--- src/rtl/csr_pkg.sv ---
// Shared CSR constants and the trap sequencer state type used by csr_trap_ctrl
// and its shadow-register snooper.
package csr_pkg;

   localparam logic [11:0] CSR_MSTATUS = 12'h300;
   localparam logic [11:0] CSR_MIE     = 12'h304;
   localparam logic [11:0] CSR_MTVEC   = 12'h305;
   localparam logic [11:0] CSR_MEPC    = 12'h341;
   localparam logic [11:0] CSR_MCAUSE  = 12'h342;
   localparam logic [11:0] CSR_MIP     = 12'h344;

   localparam int unsigned MSTATUS_MIE  = 3;
   localparam int unsigned MSTATUS_MPIE = 7;
   localparam int unsigned MIE_MEIE     = 11;

   localparam int unsigned CAUSE_MEI_CODE = 11;

   typedef enum logic [2:0] {
      IDLE,
      T_EPC,
      T_CAUSE,
      T_STATUS,
      T_JUMP,
      R_STATUS,
      R_JUMP
   } trap_state_e;

endpackage

--- src/rtl/csr_shadow.sv ---
// Snoops the csr_regs write port and keeps local copies of the CSRs that trap
// decisions depend on, so the sequencer never spends a cycle reading them.
module csr_shadow
   import csr_pkg::*;
#(
   parameter int unsigned DW    = 32,
   parameter int unsigned ADDRW = 12
) (
   input  logic             clk,
   input  logic             rst_n,
   input  logic [ADDRW-1:0] addr,
   input  logic             we,
   input  logic [DW-1:0]    wdata,
   output logic [DW-1:0]    mstatus,
   output logic             meie,
   output logic [DW-1:0]    mtvec,
   output logic [DW-1:0]    mepc
);

   // Only MEIE of mie influences trap entry, so that is the only bit kept.
   always_ff @(posedge clk or negedge rst_n) begin
      if (!rst_n) begin
         mstatus <= '0;
         meie    <= 1'b0;
         mtvec   <= '0;
         mepc    <= '0;
      end else if (we) begin
         case (addr)
            ADDRW'(CSR_MSTATUS): mstatus <= wdata;
            ADDRW'(CSR_MIE):     meie    <= wdata[MIE_MEIE];
            ADDRW'(CSR_MTVEC):   mtvec   <= wdata;
            ADDRW'(CSR_MEPC):    mepc    <= wdata;
            default: ;
         endcase
      end
   end

endmodule

--- src/rtl/csr_trap_ctrl.sv ---
// Owns the csr_regs access port: passes pipeline accesses through when idle and
// sequences the CSR writes, flush and redirect for interrupt entry and mret.
module csr_trap_ctrl
   import csr_pkg::*;
#(
   parameter int unsigned DW        = 32,
   parameter int unsigned ADDRW     = 12,
   parameter int unsigned CAUSE_MEI = CAUSE_MEI_CODE
) (
   input  logic             clk_i,
   input  logic             rst_ni,
   input  logic             intr_i,
   input  logic             mret_i,
   input  logic [DW-1:0]    pc_i,
   input  logic [ADDRW-1:0] pipe_addr_i,
   input  logic             pipe_we_i,
   input  logic             pipe_re_i,
   input  logic [DW-1:0]    pipe_wdata_i,
   output logic [DW-1:0]    pipe_rdata_o,
   output logic [ADDRW-1:0] csr_addr_o,
   output logic             csr_we_o,
   output logic             csr_re_o,
   output logic [DW-1:0]    csr_wdata_o,
   input  logic [DW-1:0]    csr_rdata_i,
   output logic             stall_o,
   output logic             flush_o,
   output logic             redirect_o,
   output logic [DW-1:0]    redirect_pc_o
);

   localparam logic [DW-1:0] CAUSE_VAL = {1'b1, (DW-1)'(CAUSE_MEI)};

   trap_state_e      state;
   logic             seq_we;
   logic [ADDRW-1:0] seq_addr;
   logic [DW-1:0]    seq_wdata;
   logic             stall;
   logic             flush;
   logic             redirect;
   logic [DW-1:0]    redirect_pc;

   logic [DW-1:0]    mstatus_sh;
   logic             meie_sh;
   logic [DW-1:0]    mtvec_sh;
   logic [DW-1:0]    mepc_sh;

   logic             idle;
   logic             pending;
   logic [DW-1:0]    status_trap;
   logic [DW-1:0]    status_ret;
   logic [DW-1:0]    vec_base;
   logic [DW-1:0]    trap_vec;

   csr_shadow #(
      .DW    (DW),
      .ADDRW (ADDRW)
   ) u_shadow (
      .clk     (clk_i),
      .rst_n   (rst_ni),
      .addr    (csr_addr_o),
      .we      (csr_we_o),
      .wdata   (csr_wdata_o),
      .mstatus (mstatus_sh),
      .meie    (meie_sh),
      .mtvec   (mtvec_sh),
      .mepc    (mepc_sh)
   );

   assign pending = intr_i & mstatus_sh[MSTATUS_MIE] & meie_sh;
   assign idle    = (state == IDLE);

   always_comb begin
      status_trap               = mstatus_sh;
      status_trap[MSTATUS_MPIE] = mstatus_sh[MSTATUS_MIE];
      status_trap[MSTATUS_MIE]  = 1'b0;
      status_ret                = mstatus_sh;
      status_ret[MSTATUS_MIE]   = mstatus_sh[MSTATUS_MPIE];
      status_ret[MSTATUS_MPIE]  = 1'b1;
      vec_base                  = {mtvec_sh[DW-1:2], 2'b00};
      trap_vec                  = (mtvec_sh[1:0] == 2'd1) ? vec_base + DW'(4 * CAUSE_MEI)
                                                          : vec_base;
   end

   // Outputs for the next cycle are registered alongside the state; the
   // captured trap PC (epc) travels in seq_wdata into the T_EPC write.
   always_ff @(posedge clk_i or negedge rst_ni) begin
      if (!rst_ni) begin
         state       <= IDLE;
         seq_we      <= 1'b0;
         seq_addr    <= '0;
         seq_wdata   <= '0;
         stall       <= 1'b0;
         flush       <= 1'b0;
         redirect    <= 1'b0;
         redirect_pc <= '0;
      end else begin
         seq_we   <= 1'b0;
         redirect <= 1'b0;
         stall    <= 1'b1;
         flush    <= 1'b1;
         case (state)
            IDLE: begin
               if (!pipe_we_i && mret_i) begin
                  state     <= R_STATUS;
                  seq_we    <= 1'b1;
                  seq_addr  <= ADDRW'(CSR_MSTATUS);
                  seq_wdata <= status_ret;
               end else if (!pipe_we_i && pending) begin
                  state     <= T_EPC;
                  seq_we    <= 1'b1;
                  seq_addr  <= ADDRW'(CSR_MEPC);
                  seq_wdata <= pc_i;
               end else begin
                  stall <= 1'b0;
                  flush <= 1'b0;
               end
            end
            T_EPC: begin
               state     <= T_CAUSE;
               seq_we    <= 1'b1;
               seq_addr  <= ADDRW'(CSR_MCAUSE);
               seq_wdata <= CAUSE_VAL;
            end
            T_CAUSE: begin
               state     <= T_STATUS;
               seq_we    <= 1'b1;
               seq_addr  <= ADDRW'(CSR_MSTATUS);
               seq_wdata <= status_trap;
            end
            T_STATUS: begin
               state       <= T_JUMP;
               redirect    <= 1'b1;
               redirect_pc <= trap_vec;
            end
            R_STATUS: begin
               state       <= R_JUMP;
               redirect    <= 1'b1;
               redirect_pc <= mepc_sh;
            end
            default: begin
               state <= IDLE;
               stall <= 1'b0;
               flush <= 1'b0;
            end
         endcase
      end
   end

   assign csr_addr_o    = idle ? pipe_addr_i : seq_addr;
   assign csr_wdata_o   = idle ? pipe_wdata_i : seq_wdata;
   assign csr_we_o      = rst_ni & (idle ? pipe_we_i : seq_we);
   assign csr_re_o      = rst_ni & idle & pipe_re_i;
   assign pipe_rdata_o  = (rst_ni & idle) ? csr_rdata_i : '0;
   assign stall_o       = stall;
   assign flush_o       = flush;
   assign redirect_o    = redirect;
   assign redirect_pc_o = redirect_pc;

endmodule

--- config.mk ---
export PLATFORM = sky130hd
export DESIGN_NAME = csr_trap_ctrl
export DESIGN_NICKNAME = d
export VERILOG_FILES = /design/src/rtl/csr_pkg.sv /design/src/rtl/csr_shadow.sv /design/src/rtl/csr_trap_ctrl.sv
export SDC_FILE = /design/constraint.sdc
export NUM_CORES = 1
export LEC_CHECK = 0
export ABC_AREA = 1
export CAP_MARGIN = 15
export CORE_ASPECT_RATIO = 1.75
export CORE_MARGIN = 3
export CORE_UTILIZATION = 40
export DETAILED_ROUTE_END_ITERATION = 10
export PLACE_DENSITY = 0.76
export SYNTH_ARGS = -nofsm -noshare
export SYNTH_HDL_FRONTEND = slang
export SYNTH_SLANG_ARGS = --single-unit
--- constraint.sdc ---
create_clock -name clk_i -period 2.25 [get_ports clk_i]
set_input_delay 0.45 -clock clk_i [delete_from_list [all_inputs] [get_ports clk_i]]
set_output_delay 0.45 -clock clk_i [all_outputs]
set_load 0.005 [all_outputs]
==> results.sh <==
export IMPL_grt_use_met2_pct=45.7
export IMPL_hold_worst_slack_ps=195
export IMPL_cellPowerDensity_nw_per_um2=1340
export IMPL_grt_overflow=0
export IMPL_io_buffer_count=226
export IMPL_path_delay_family="buffers and inverters"
export IMPL_numCtsBuffers=17
export IMPL_syn_inst=1246
export IMPL_synth_warnings=0
export IMPL_cts_sinks=171
export IMPL_cp_slowest_cell="dfrtp_1"
export IMPL_syn_num_nets=1361
export IMPL_start_kind="flop"
export IMPL_clk_latency_ps=450
export IMPL_grtUsageMet1_pct=29.8
export IMPL_vias=10300
export IMPL_initial_core_util_pct=41.2
export IMPL_coreArea_um2=22300
export IMPL_crit_type="reg2out"
export IMPL_die_width_um=121
export IMPL_synth_top_area_share_pct=46.4
export IMPL_ir_drop_mv=0.917
export IMPL_drive_gt1_share_pct=26.9
export IMPL_htreeDepth=4
export IMPL_dp_hpwl_um=23500
export IMPL_violations="setup timing"
export IMPL_synth_top_area_cell="dfrtp_1"
export IMPL_grt_pass1_vias=9790
export IMPL_setup_viol=87
export IMPL_antenna_left=0
export IMPL_rsz0062_at_grt="yes"
export IMPL_num_nets_final=1731
export IMPL_gp_congestion=0.910
export IMPL_met3_usage_pct=5.45
export IMPL_path_clk_slew_ps=70
export IMPL_routed_wl_um=35700
export IMPL_grt_pass1_wl_um=51000
export IMPL_hold_class="in2async"
export IMPL_die_area_um2=25000
export IMPL_final_common_cell="nand2_1"
export IMPL_synthArstFlopShare_pct=100
export IMPL_path_max_fanout=5
export IMPL_dp_slack_ps=-51.4
export IMPL_drcViolationCount=0
export IMPL_tns_ps=-6650
export IMPL_final_core_util_pct=64.7
export IMPL_critPathRequiredTime_ps=1800
export IMPL_routedWlPerCell_um=18.5
export IMPL_status="complete, but fails checks"
export IMPL_synth_area_um2=9210
export IMPL_synth_area_per_cell_um2=7.39
export IMPL_synth_edf_count=0
export IMPL_rows=72
export IMPL_drv_slew=0
export IMPL_vias_per_cell=5.34
export IMPL_maxSlewHeadroom_pct=45.2
export IMPL_slowest_delay_ps=440
export IMPL_grt_use_total_pct=26.1
export IMPL_dr_pass1_iters=6
export IMPL_n_fill_cell=1832
export IMPL_area_delta_synth_final_pct=56.9
export IMPL_min_period_over_period_pct=109
export IMPL_cts_buffer_depth=2
export IMPL_ctsRootBufferMaster="clkbuf_16"
export IMPL_hold_violations=0
export IMPL_power_leakage_nw=7.38
export IMPL_num_io_pins=227
export IMPL_busiest_layer="met2"
export IMPL_finalCriticalPeriod_ps=2460
export IMPL_die_h_um=207
export IMPL_ys_seq_area_share_pct=46.4
export IMPL_stdcell_area_um2=14500
export IMPL_crit_arrival_ps=2010
export IMPL_netlist_top_cells_area="dfrtp_1, nand2_1, inv_1"
export IMPL_end_kind="output pin"
export IMPL_tritoncts="done"
export IMPL_mostFrequentLayoutCells="nand2_1, dfrtp_1, inv_1"
export IMPL_drtIter0Drc=1008
export IMPL_antenna_found_initial=3
export IMPL_skew_ps=13.0
export IMPL_cp_num_buf_inv=6
export IMPL_worstMarginPinSlew_ps=822
export IMPL_max_clock_freq_mhz=407
export IMPL_synth_top_flop_cell="dfrtp_1"
export IMPL_synth_cell_type_count=39
export IMPL_drv_cap=0
export IMPL_ys_ff_latch=171
export IMPL_path_cells="nor2_4, nand2_4, inv_8, buf_12, buf_12, buf_8, nand2_4, o21a_1, inv_2, buf_6"
export IMPL_worst_slack_ps=-207
export IMPL_placed_area_um2=12500
export IMPL_grt_max_degree=65
## area by class of cell
type / instances / area [µm²] / area share, %
diodes: 3 / 7.51 / 0.0519
clock buffers: 23 / 468 / 3.24
clock inverters: 9 / 138 / 0.952
inverters: 188 / 713 / 4.93
multi-input cells: 820 / 4460 / 30.9
flip-flops and latches: 171 / 4280 / 29.6
well taps: 296 / 370 / 2.56
repair buffers: 418 / 4020 / 27.8
## report_power, final
group / internal [mW] / switching, mW / leakage [nW] / total (mW)
sequential: 4.16 / 0.720 / 2.31 / 4.89
clock: 1.81 / 1.25 / 0.292 / 3.06
combinational: 5.62 / 5.85 / 4.77 / 11.5
total: 11.6 / 7.82 / 7.38 / 19.4
## cell families after synthesis
group                    share of synthesized area (%)
buffers and inverters                             10.9
XOR/XNOR                                         0.570
adder cells (fa/ha/maj)                          0.136
AND/OR/NAND/NOR                                   28.6
AO/OA/AOI/OAI                                     13.4
flip-flops                                        46.4
## worst paths after layout
| check | from | endpoint | slack (ps) | cells after the start |
|---|---|---|---|---|
| worst max register to register | state[2] | u_shadow.mstatus[8] | -130 | 14 |
| min in group clk_i | u_shadow.mstatus[27] | u_shadow.mstatus[27] | 480 | 2 |
| worst min register to register | u_shadow.mstatus[27] | u_shadow.mstatus[27] | 480 | 2 |
| max in group asynchronous | rst_ni | redirect_pc_o[21] | 1430 | 2 |
| worst max-delay path | state[2] | csr_wdata_o[12] | -210 | 10 |
| worst min-delay path | rst_ni | seq_wdata[31] | 190 | 2 |
## per-layer routing
layer	routed length, µm	up-vias
met5	0	-
met4	1970	0
met3	2630	133
met2	18700	595
met1	12400	4813
li1	-	4748
## timing repair
action	in CTS	in global routing
setup endpoints to repair	78	151
pin swaps	13	18
resized for setup	175	339
hold buffers	1	0
gates cloned	2	9
endpoints found under the hold margin	8	0
setup buffers	33	55
## Yosys cell counts (2+ instances only)
cell / n
nand2_1: 366
inv_1: 180
dfrtp_1: 171
nor2_1: 121
nand3_1: 66
o21ai_0: 48
nand4_1: 43
clkbuf_1: 34
o21ai_1: 34
o21a_1: 33
o211ai_1: 27
buf_2: 25
o221ai_1: 24
a21oi_1: 12
nand3b_1: 8
buf_1: 6
nor3_1: 6
inv_2: 5
xor2_1: 4
a31oi_1: 3
clkinv_1: 3
nand3_2: 3
a22o_1: 2
a41oi_1: 2
nor2_4: 2
nor3_2: 2
o21ai_2: 2
o21bai_1: 2
xnor2_1: 2
## metrics by stage
stage | std cells | total power, mW
2_1_floorplan | 1246 | 8.55
3_3_place_gp | 1800 | 13.2
3_5_place_dp | 1800 | 13.3
4_1_cts | 1868 | 17.1
5_1_grt | 1928 | 20.3
6_report | 1928 | 19.4
## sequential cells by signal (all words and copies together) (netlist names)
name,cells
u_shadow.mstatus,32
redirect_pc_o,32
u_shadow.mepc,32
u_shadow.meie,1
state,3
seq_addr,4
flush_o,1
u_shadow.mtvec,32
redirect_o,1
seq_we,1
seq_wdata,32
(Power assumes the default switching activity.)
